===== config.mk =====
export PLATFORM = sky130hd
export DESIGN_NAME = play_ctrl
export DESIGN_NICKNAME = d
export VERILOG_FILES = /design/src/rtl/play_ctrl.sv
export SDC_FILE = /design/constraint.sdc
export NUM_CORES = 1
export LEC_CHECK = 0
export ABC_AREA = 0
export CORE_UTILIZATION = 60
export CTS_BUF_LIST = sky130_fd_sc_hd__clkbuf_4 sky130_fd_sc_hd__clkbuf_8
export DETAILED_ROUTE_END_ITERATION = 6
export PLACE_DENSITY = 0.79
export SLEW_MARGIN = 20
export SYNTH_ARGS = -nofsm -noshare
export SYNTH_HDL_FRONTEND = slang
export SYNTH_SLANG_ARGS = --single-unit

===== constraint.sdc =====
create_clock -name sysclk -period 6.9 [get_ports sysclk]
set_input_delay 0.69 -clock sysclk [delete_from_list [all_inputs] [get_ports sysclk]]
set_output_delay 0.69 -clock sysclk [all_outputs]
set_load 0.05 [all_outputs]

===== src/rtl/play_ctrl.sv =====
// Playback controller and source arbiter for the electronic-organ datapath.
// It sequences the auto-play table and arbitrates live keys against playback.
//
// state     | meaning
// ----------+---------------------------------------------------------------
// ST_IDLE   | nothing playing, output rest
// ST_AUTO   | auto-play running, beat divider advancing
// ST_PAUSE  | auto-play frozen mid-beat, output rest
// ST_MANUAL | live key owns the tone generator, auto-play frozen
module play_ctrl #(
    parameter int unsigned BASE_DIV = 12500000,
    parameter int unsigned GAP_CYC  = 1250000,
    parameter int unsigned SONG_LEN = 43,
    parameter int unsigned HOLD_CYC = 4
) (
    input  logic       sysclk,
    input  logic       rst,
    input  logic       start,
    input  logic       stop,
    input  logic       pause,
    input  logic       loop,
    input  logic [1:0] tempo_sel,
    input  logic       key_valid,
    input  logic [2:0] key_note,
    input  logic [1:0] key_oct,
    input  logic [2:0] auto_note,
    input  logic [1:0] auto_oct,
    output logic       beat_en,
    output logic       auto_rst,
    output logic [2:0] note_out,
    output logic [1:0] oct_out,
    output logic [1:0] mode,
    output logic       busy
);

    localparam logic [1:0] ST_IDLE   = 2'b00;
    localparam logic [1:0] ST_AUTO   = 2'b01;
    localparam logic [1:0] ST_PAUSE  = 2'b10;
    localparam logic [1:0] ST_MANUAL = 2'b11;

    localparam int BCW = (SONG_LEN > 1) ? $clog2(SONG_LEN) : 1;
    localparam int HCW = (HOLD_CYC > 1) ? $clog2(HOLD_CYC) : 1;

    localparam logic [23:0]    BASE      = 24'(BASE_DIV);
    localparam logic [24:0]    GAP       = 25'(GAP_CYC);
    localparam logic [BCW-1:0] LAST_BEAT = BCW'(SONG_LEN - 1);
    localparam logic [HCW-1:0] HOLD_LOAD = HCW'(HOLD_CYC - 1);
    localparam logic [2:0]     NOTE_REST = 3'b111;
    localparam logic [1:0]     OCT_MUTE  = 2'b00;

    logic [1:0]     state, state_nxt;
    logic [1:0]     ret_state, ret_nxt;
    logic [23:0]    div_cnt, div_nxt;
    logic [23:0]    period, period_nxt;
    logic [23:0]    period_sel;
    logic [BCW-1:0] beat_cnt, beat_nxt;
    logic [HCW-1:0] rel_cnt, rel_nxt;
    logic           beat_en_nxt;
    logic           auto_rst_nxt;
    logic           song_end, song_end_nxt;
    logic           in_gap;
    logic [2:0]     note_nxt;
    logic [1:0]     oct_nxt;

    assign period_sel = BASE >> tempo_sel;

    always_comb begin
        state_nxt    = state;
        ret_nxt      = ret_state;
        div_nxt      = div_cnt;
        period_nxt   = period;
        beat_nxt     = beat_cnt;
        rel_nxt      = rel_cnt;
        beat_en_nxt  = 1'b0;
        // A song that ran out on its last beat rewinds the source one cycle later.
        auto_rst_nxt = song_end;
        song_end_nxt = 1'b0;

        case (state)
            ST_IDLE: begin
                if (key_valid) begin
                    state_nxt = ST_MANUAL;
                    ret_nxt   = ST_IDLE;
                    rel_nxt   = HOLD_LOAD;
                end else if (start) begin
                    state_nxt    = ST_AUTO;
                    div_nxt      = 24'd0;
                    beat_nxt     = '0;
                    period_nxt   = period_sel;
                    auto_rst_nxt = 1'b1;
                end
            end

            ST_AUTO: begin
                if (stop) begin
                    state_nxt    = ST_IDLE;
                    auto_rst_nxt = 1'b1;
                end else if (key_valid) begin
                    state_nxt = ST_MANUAL;
                    ret_nxt   = ST_AUTO;
                    rel_nxt   = HOLD_LOAD;
                end else if (pause) begin
                    state_nxt = ST_PAUSE;
                end else if (div_cnt == period - 24'd1) begin
                    beat_en_nxt = 1'b1;
                    div_nxt     = 24'd0;
                    period_nxt  = period_sel;
                    if (beat_cnt == LAST_BEAT) begin
                        beat_nxt = '0;
                        if (!loop) begin
                            state_nxt    = ST_IDLE;
                            song_end_nxt = 1'b1;
                        end
                    end else begin
                        beat_nxt = beat_cnt + BCW'(1);
                    end
                end else begin
                    div_nxt = div_cnt + 24'd1;
                end
            end

            ST_PAUSE: begin
                if (stop) begin
                    state_nxt    = ST_IDLE;
                    auto_rst_nxt = 1'b1;
                end else if (key_valid) begin
                    state_nxt = ST_MANUAL;
                    ret_nxt   = ST_PAUSE;
                    rel_nxt   = HOLD_LOAD;
                end else if (pause) begin
                    state_nxt = ST_AUTO;
                end
            end

            ST_MANUAL: begin
                if (stop) begin
                    state_nxt = ST_IDLE;
                    if (ret_state != ST_IDLE) begin
                        auto_rst_nxt = 1'b1;
                    end
                end else if (key_valid) begin
                    rel_nxt = HOLD_LOAD;
                end else if (rel_cnt == '0) begin
                    state_nxt = ret_state;
                end else begin
                    rel_nxt = rel_cnt - HCW'(1);
                end
            end

            default: begin
                state_nxt = ST_IDLE;
            end
        endcase
    end

    // The mux looks at next-state values so note_out lines up with mode and div_cnt.
    always_comb begin
        note_nxt = NOTE_REST;
        oct_nxt  = OCT_MUTE;
        in_gap   = (GAP_CYC != 0) && (({1'b0, div_nxt} + GAP) >= {1'b0, period_nxt});

        case (state_nxt)
            ST_MANUAL: begin
                if (key_valid) begin
                    note_nxt = key_note;
                    oct_nxt  = key_oct;
                end
            end
            ST_AUTO: begin
                if (!in_gap) begin
                    note_nxt = auto_note;
                    oct_nxt  = auto_oct;
                end
            end
            default: begin
                note_nxt = NOTE_REST;
                oct_nxt  = OCT_MUTE;
            end
        endcase
    end

    always_ff @(posedge sysclk) begin
        if (rst) begin
            state     <= ST_IDLE;
            ret_state <= ST_IDLE;
            div_cnt   <= 24'd0;
            period    <= BASE;
            beat_cnt  <= '0;
            rel_cnt   <= HOLD_LOAD;
            beat_en   <= 1'b0;
            auto_rst  <= 1'b0;
            song_end  <= 1'b0;
            note_out  <= NOTE_REST;
            oct_out   <= OCT_MUTE;
        end else begin
            state     <= state_nxt;
            ret_state <= ret_nxt;
            div_cnt   <= div_nxt;
            period    <= period_nxt;
            beat_cnt  <= beat_nxt;
            rel_cnt   <= rel_nxt;
            beat_en   <= beat_en_nxt;
            auto_rst  <= auto_rst_nxt;
            song_end  <= song_end_nxt;
            note_out  <= note_nxt;
            oct_out   <= oct_nxt;
        end
    end

    assign mode = state;
    assign busy = (state != ST_IDLE);

endmodule


==> reports/results.tsv <==
metric	value	unit
track_usage	37.47	%
yosysWarnings	0	
r2r-start	period[2]$_SDFF_PP0_	
areaGrowthSynthToFinish	8.724	%
first_pass_iters	5	
io_pins	29	
ctsLongestPathBuffers	2	
synthDistinctLibCells	89	
post-place-ws	402.6	ps
clock_sinks	68	
finalMaxSlewViolations	0	
rows	36	
dp_hpwl	14420	um
hp-class	reg -> reg	
seqPwrFrac	38.7	%
synthFlopType	dfxtp_1	
switching_share	37.28	%
grt_pass1_vias	5983	
core-area	9774	um2
yosysSeqAreaShare	22.49	%
period_minus_slack	6495	ps
grt_start_max_net_pins	60	
finalSetupTns	0	ps
min-delay-start	rel_cnt[1]$_SDFFE_PP1P_	
routed_wl	18910	um
p_sw	0.0004355	W
tritoncts	built	
path_max_fanout	12	
min_to	rel_cnt[1]$_SDFFE_PP1P_	
place_congestion	0.9702	
netlist_area	6052	um2
worstMarginPinSlew	1050	ps
rsz0062_at_grt	no	
cts-buffers-inserted	9	
die_y	102.4	um
skew	14.46	ps
synthCells	818	
combPwrFrac	31.3	%
synth-edff-count	0	
p_int	0.0007328	W
via_count	6310	
nets	871	
start_util	61.92	%
clkLatencyLatePin	360	ps
drt_drc_violations_left	0	
grt_overflow	0	
async_flop_share	0	%
status	complete, no violations	
die-area	10490	um2
antenna_cells	0	
crit_path_end_kind	flip-flop	
wire_per_inst	19.78	um
start_kind	flip-flop	
htreeDepth	3	
peakVddDrop	0.1367	mV
cp.required	7140	ps
slew_headroom	30.02	%
cts-root-buf	clkbuf_8	
antenna_found_initial	0	
clk_pin_slew_worst_paths	80	ps
vias_per_cell	6.600	
layout_worst_path_cycle_share	94.13	%
drive_above_1_share	8.384	%
r2r_cells	27	
worst-endpoint-arrival	6740	ps
grt_pass1_wl	29980	um
synth-seq-cells	68	
drtAntennaViolNets	0	
place.port_buffers	28	
p_clk_share	29.9	%
drt_iter0_drc	550	
path_class	reg -> reg	
timing.rr.end	note_out[1]$_SDFF_PP1_	
leakagePower	2.423	nW
hold_depth	2	
fp.dieW	102.4	um
finalSetupViolCount	0	
fmax	0.1540	GHz
r2r_slack	410	ps
finalHoldViolCount	0	
syn_area_per_cell	7.399	um2
maxCapViolCount	0	
syn-num-nets	871	
worst_slack	405.1	ps
p_per_area	177.6	nW/um2
-- routing by layer --
metal | vias to the layer above | track usage, % | wire length, um
li1 | 2935 | - | -
met1 | 2975 | 46.68 | 7725
met2 | 336 | 60.51 | 8544
met3 | 64 | 8.482 | 1865
met4 | 0 | 19.01 | 773
met5 | - | 0 | 0
-- how the worst max path moves through the flow --
stage | to | start | cells after the start
2_1_floorplan | note_out[0]$_SDFF_PP1_ | period[0]$_SDFF_PP0_ | 31
3_3_place_gp | note_out[1]$_SDFF_PP1_ | period[0]$_SDFF_PP0_ | 29
3_5_place_dp | note_out[0]$_SDFF_PP1_ | period[0]$_SDFF_PP0_ | 29
4_1_cts | note_out[1]$_SDFF_PP1_ | period[0]$_SDFF_PP0_ | 29
5_1_grt | note_out[0]$_SDFF_PP1_ | period[0]$_SDFF_PP0_ | 29
6_report | note_out[1]$_SDFF_PP1_ | period[2]$_SDFF_PP0_ | 27
-- critical path, cell delays in order, from the launching register on --
cell and delay [ps]:
dfxtp_1 420, or4_4 690, nor3_2 200, xnor2_1 110
a2111oi_0 490, nand4_1 200, and4bb_4 400, and3_1 190
nor2_1 130, nand2_1 120, a31oi_1 130, ha_1 280
or3_1 420, o221ai_2 280, a21oi_2 160, nor2_1 150
o21bai_1 100, xnor2_1 130, ha_1 310, a21o_1 160
a21o_1 160, a21oi_1 150, nor2b_1 60, o21ai_0 150
nand2b_1 70, a21oi_1 160, nand4_1 210, o32a_1 340
-- state kept, by name, summed over array words and instances (netlist names) --
register and count:
div_cnt 24, beat_en 1, song_end 1, ret_state 2
oct_out 2, period 24, mode 2, beat_cnt 6
note_out 3, auto_rst 1, rel_cnt 2
-- synth_stat cells (all sizes together), types with 14 or more instances --
master	n	area, um2
xnor2	38	332.8
a21oi	47	239.0
nor2b	19	118.9
nand2	113	426.7
clkbuf	41	155.1
inv	25	93.84
dfxtp	68	1361
nor2	85	319.1
nor3	32	170.2
o21ai	38	197.7
ha	34	425.4
xor2	29	254.0
buf	14	93.84
nand2b	20	125.1
nand3	30	160.2
-- cell type report --
type | count | area (um2)
well taps | 133 | 166.4
fillers | 869 | 3194
inverters | 25 | 93.84
repair buffers | 44 | 395.4
flip-flops and latches | 68 | 1361
clock buffers | 12 | 158.9
multi-input cells | 670 | 4357
clock inverters | 4 | 47.55
-- placed cells by master, fill, tap and decap left out, types with 27 or more instances in the layout --
cell               n
a21oi_1           46
xnor2_1           38
o21ai_0           32
clkdlybuf4s50_1   27
nor2_1            85
ha_1              34
nand3_1           28
nor3_1            30
nand2_1          112
dfxtp_1           68
xor2_1            29
-- power by group through the flow --
stage | registers (W) | logic, W | clock network, W
detailed placement | 0.000460 | 0.000355 | 0
global route | 0.000455 | 0.000397 | 0.000370
global placement | 0.000459 | 0.000346 | 0
floorplan | 0.000462 | 0.000244 | 0
finish | 0.000453 | 0.000366 | 0.000350
CTS | 0.000451 | 0.000356 | 0.000353
-- through the flow --
stage	hold WS, ps	cells	cell area (um2)	total power (W)	util [%]
floorplan	448.6	818	6052	0.0007063	-
global placement	459.9	935	6327	0.0008045	64.73
detailed placement	474.1	935	6327	0.0008150	64.73
CTS	494.2	951	6534	0.001161	66.85
global route	514.8	956	6580	0.001222	67.32
finish	494.1	956	6580	0.001168	67.32
-- what timing repair did --
item,4_1_cts,5_1_grt
hold buffers,0,0
endpoints found under the setup margin,0,5
resized for setup,0,3
setup buffers,0,5
-- kinds of logic after synthesis --
logic type	share of synthesized area, %
XOR/XNOR	9.696
AND/OR/NAND/NOR	30.93
adder cells (fa/ha/maj)	7.029
flip-flops	22.49
AO/OA/AOI/OAI	23.34
buffers and inverters	5.665
multiplexers	0.8476
(Power assumes the default switching activity.)
==> patch 1: new RTL, same settings <==
Set the parameter `HOLD_CYC` to 16 (it was 4).
--- a/src/rtl/play_ctrl.sv
+++ b/src/rtl/play_ctrl.sv
@@ -11,7 +11,7 @@
     parameter int unsigned BASE_DIV = 12500000,
     parameter int unsigned GAP_CYC  = 1250000,
     parameter int unsigned SONG_LEN = 43,
-    parameter int unsigned HOLD_CYC = 4
+    parameter int unsigned HOLD_CYC = 16
 ) (
     input  logic       sysclk,
     input  logic       rst,
Function: changed (Yosys sat finds a counterexample within 10 cycles, from zero or initial values and one cycle with rst high).
==> patch 1 against the original RTL <==
Cell area shrank 0.97%; highest routed layer unchanged; synthesized area shrank 2.5%; setup slack lost 150 ps; sequential share of layout area grew 0.82 points; sequential cell count grew 2; routed wire length shrank 7.0%.
Power is not compared: it rests on default switching activity, and its combinational part moved more than twofold at a synthesized area within 25%.
==> patch 1: results (changes against the original RTL) <==
* Outcome: finished, final reports clean (unchanged)
* Synth Instances at 785 (was 818)
* Total number of vias at 6042 (was 6310)
* Final Skew at 19.7 ps (was 14.5 ps)
* Flop2flop setup slack at 250 ps (was 410 ps)
* Plain + repair buffers at 48 (was 44)
* Sequential share of cell area at 21.5% (was 20.7%)
* Vias in the first global route at 5477 (was 5983)
* Worst-margin pin slew at 859 ps (was 1050 ps)
* Placed wire-length estimate at 13200 um (was 14400 um)
* Adder-cell share of the synthesized area at 7.42% (was 7.03%)
* Worst setup path startpoint: period[4]$_SDFF_PP0_ (was period[2]$_SDFF_PP0_)
* CP delay by family, top: compound AO/OA/AOI/OAI gates (was simple AND/OR/NAND/NOR gates)
* Post-Synth XOR/XNOR Area at 9.59% (was 9.70%)
* Design Area, Final at 6520 um2 (was 6580 um2)
* Initial DRC Count at 384 (was 550)
* Non-clock buffer share at 6.84% (was 6.01%)
* CP Capture Point: note_out[0]$_SDFF_PP1_ (was note_out[1]$_SDFF_PP1_)
* Multi-input comb cells at 647 (was 670)
* Hold Path End: beat_cnt[5]$_SDFFE_PP0P_ (was rel_cnt[1]$_SDFFE_PP1P_)
* Most frequent cells after synthesis: nand2_1, nor2_1, dfxtp_1 (unchanged)
* Hold Startpoint: beat_cnt[5]$_SDFFE_PP0P_ (was rel_cnt[1]$_SDFFE_PP1P_)
* CLK BUF at 10 (was 12)
* CP max-delay cell: or4b_2 (was or4_4)
* Clock-cell share of area at 3.11% (was 3.14%)
* Post-route setup slack at 255 ps (was 405 ps)
* Min Hold Slack at 523 ps (was 494 ps)
* Seq cells post-synth at 70 (was 68)
* Dpl cells at 909 (was 935)
* GRT Total Usage at 35.3% (was 37.5%)
* Multi-input logic area at 4230 um2 (was 4360 um2)
* Synthesized Nets at 839 (was 871)
* Share of cells above drive strength 1 at 8.88% (was 8.38%)
* Count of different cell masters after synthesis at 83 (was 89)
* Register-to-Register Path Depth at 28 (was 27)
* Fillers at 832 (was 869)
patch 1: cell count changes after synthesis, sizes merged, moves of 7 or more:
cell | before | now
o21ai | 38 | 70
nand2 | 113 | 90
nand3 | 30 | 21
nor3 | 32 | 23
a31oi | 11 | 3
nor2 | 85 | 78
patch 1: power groups by stage:
| stage | combinational [uW] | clock (uW) | sequential (uW) |
|---|---|---|---|
| floorplan | 468 | 0 | 542 |
| global placement | 694 | 0 | 518 |
| detailed placement | 711 | 0 | 521 |
| CTS | 716 | 357 | 512 |
| global route | 794 | 372 | 522 |
| finish | 741 | 350 | 514 |
patch 1: worst min-delay path: cells and delay by family, from the launching register on:
family                    cells  cell delay (ps)
and+or+nand+nor               1               70
xor gates and xnor gates      1               80
DFF                           1              350
patch 1: routing by layer:
metal / global-route usage (%) / routed length (um) / vias up
met4: 15.2 / 637 / 0
met5: 0 / 0 / -
met2: 58.3 / 8180 / 286
met3: 5.38 / 1410 / 53
met1: 45.7 / 7350 / 2858
li1: - / - / 2845
==> patch 2: new RTL, same flow settings <==
Without the edit above. Add an input register stage for `key_valid`, with the module's reset; this delays it by one clock. The other inputs are not delayed to match.
--- a/src/rtl/play_ctrl.sv
+++ b/src/rtl/play_ctrl.sv
@@ -48,6 +48,16 @@
     localparam logic [2:0]     NOTE_REST = 3'b111;
     localparam logic [1:0]     OCT_MUTE  = 2'b00;
 
+    logic key_valid_q;
+
+    always_ff @(posedge sysclk) begin
+        if (rst) begin
+            key_valid_q <= '0;
+        end else begin
+            key_valid_q <= key_valid;
+        end
+    end
+
     logic [1:0]     state, state_nxt;
     logic [1:0]     ret_state, ret_nxt;
     logic [23:0]    div_cnt, div_nxt;
@@ -78,7 +88,7 @@
 
         case (state)
             ST_IDLE: begin
-                if (key_valid) begin
+                if (key_valid_q) begin
                     state_nxt = ST_MANUAL;
                     ret_nxt   = ST_IDLE;
                     rel_nxt   = HOLD_LOAD;
@@ -95,7 +105,7 @@
                 if (stop) begin
                     state_nxt    = ST_IDLE;
                     auto_rst_nxt = 1'b1;
-                end else if (key_valid) begin
+                end else if (key_valid_q) begin
                     state_nxt = ST_MANUAL;
                     ret_nxt   = ST_AUTO;
                     rel_nxt   = HOLD_LOAD;
@@ -123,7 +133,7 @@
                 if (stop) begin
                     state_nxt    = ST_IDLE;
                     auto_rst_nxt = 1'b1;
-                end else if (key_valid) begin
+                end else if (key_valid_q) begin
                     state_nxt = ST_MANUAL;
                     ret_nxt   = ST_PAUSE;
                     rel_nxt   = HOLD_LOAD;
@@ -138,7 +148,7 @@
                     if (ret_state != ST_IDLE) begin
                         auto_rst_nxt = 1'b1;
                     end
-                end else if (key_valid) begin
+                end else if (key_valid_q) begin
                     rel_nxt = HOLD_LOAD;
                 end else if (rel_cnt == '0) begin
                     state_nxt = ret_state;
@@ -161,7 +171,7 @@
 
         case (state_nxt)
             ST_MANUAL: begin
-                if (key_valid) begin
+                if (key_valid_q) begin
                     note_nxt = key_note;
                     oct_nxt  = key_oct;
                 end
Check against the original RTL: not equivalent (a bounded check fails within 4 cycles, from zero or initial values and one cycle with rst high).
==> patch 2 against the original RTL <==
The run now ends with design-rule violations left; count of clock-buffer cells in the layout fell by 3; synthesized area fell by 0.43%; setup slack improved by 48 ps; routed wire length fell by 1.7%; sequential cell count rose by 1; cell area rose by 0.44%; maximum frequency rose by 0.74%; cell count fell by 0.21%; non-clock buffer count did not move; die area fell by 0.42%; critical endpoint unchanged; highest routed layer unchanged.
Power is not compared: it rests on default switching activity, and its combinational part moved more than twofold at a synthesized area within 25%.
==> patch 2: results (changes against the original RTL) <==
* Drt pass-1 iters at 7 (was 5)
* Total number of vias at 6434 (was 6310)
* Most frequent cells after synthesis: nand2_1, nor2_1, dfxtp_1 (unchanged)
* Share of cells above drive strength 1 at 6.70% (was 8.38%)
* Syn_area_per_cell at 7.36 um2 (was 7.40 um2)
* Yosys top cell area share at 22.9% (was 22.5%)
* Finished Layout Cells at 954 (was 956)
* Final Skew at 12.4 ps (was 14.5 ps)
* Synth top area cells: dfxtp_1, ha_1, nand2_1 (unchanged)
* GP Congestion at 1.04 (was 0.970)
* Mux cell area share after synthesis at 1.20% (was 0.848%)
* Pre-CTS setup slack at 615 ps (was 403 ps)
* Adder-cell share of the synthesized area at 7.06% (was 7.03%)
* Met3 WL at 1990 um (was 1870 um)
* M1 WL at 7640 um (was 7730 um)
* Count of different cell masters after synthesis at 78 (was 89)
* Routed wire length at 18600 um (was 18900 um)
* Initial DRC Count at 748 (was 550)
* Compound-cell area share of the yosys netlist at 22.8% (was 23.3%)
* Post-route DRC at 1 (was 0)
* Failing checks: design-rule violations
* WP data arrival at 6690 ps (was 6740 ps)
* Outcome: finished with violations (was finished, final reports clean)
* Synthesized Nets at 872 (was 871)
* Placed wire-length estimate at 14200 um (was 14400 um)
* Worst-margin pin slew at 1120 ps (was 1050 ps)
* Vias in the first global route at 5759 (was 5983)
* # port buffers at 28 (unchanged)
* GRT Total Usage at 36.6% (was 37.5%)
* First-pass GRT wire length at 29400 um (was 30000 um)
## patch 2: area by class of cell
type                            count  area (um2)
Timing Repair Buffer               44         395
Clock buffer                        9         124
Inverter                           21        78.8
Clock inverter                      7         146
Tap cell                          133         166
Sequential cell                    69        1380
Multi-Input combinational cell    671        4320
Fill cell                         847        3170
## patch 2: through the flow
step | cell area, um2 | utilization (%)
after global routing | 6610 | 67.6
after floorplan | 6030 | -
after CTS | 6610 | 67.6
after global placement | 6340 | 64.8
final | 6610 | 67.6
after detailed placement | 6340 | 64.8
## patch 2: path summary, 6_finish.rpt
path                              from                   endpoint  slack (ps)  depth (start not counted)
max               period[0]$_SDFF_PP0_     note_out[1]$_SDFF_PP1_         450                         23
min          ret_state[0]$_SDFFE_PP0P_  ret_state[0]$_SDFFE_PP0P_         500                          2
max reg2reg       period[0]$_SDFF_PP0_     note_out[1]$_SDFF_PP1_         450                         23
min reg2reg  ret_state[0]$_SDFFE_PP0P_  ret_state[0]$_SDFFE_PP0P_         500                          2
## patch 2: power by group through the flow
stage	logic, uW	clock network [uW]	registers [uW]
final	780	451	532
after global routing	842	470	537
after CTS	759	455	529
after detailed placement	756	0	538
after global placement	734	0	534
after floorplan	526	0	533
## patch 2: worst max-delay path, cell delays in order (launching register included)
cell       delay [ps]
dfxtp_1           360
inv_1             120
ha_1              280
or3b_1            420
o31a_1            310
nor4_1            260
nor3_1            110
or4_1             540
or4_1             800
a32oi_4           440
a31oi_1           230
nand2b_1          230
and2_1            190
nor2_1            130
xnor2_1            90
ha_1              200
a21o_1            180
a21o_1            180
a21oi_1           200
o2111ai_1         230
a31oi_1           240
nand3_1            90
a41o_1            270
o22a_1            220
## patch 2: metal layers
metal	track usage, %	up-vias
li1	-	2945
met1	49.3	3011
met2	55.3	386
met3	8.28	92
met4	17.6	0
met5	0	-
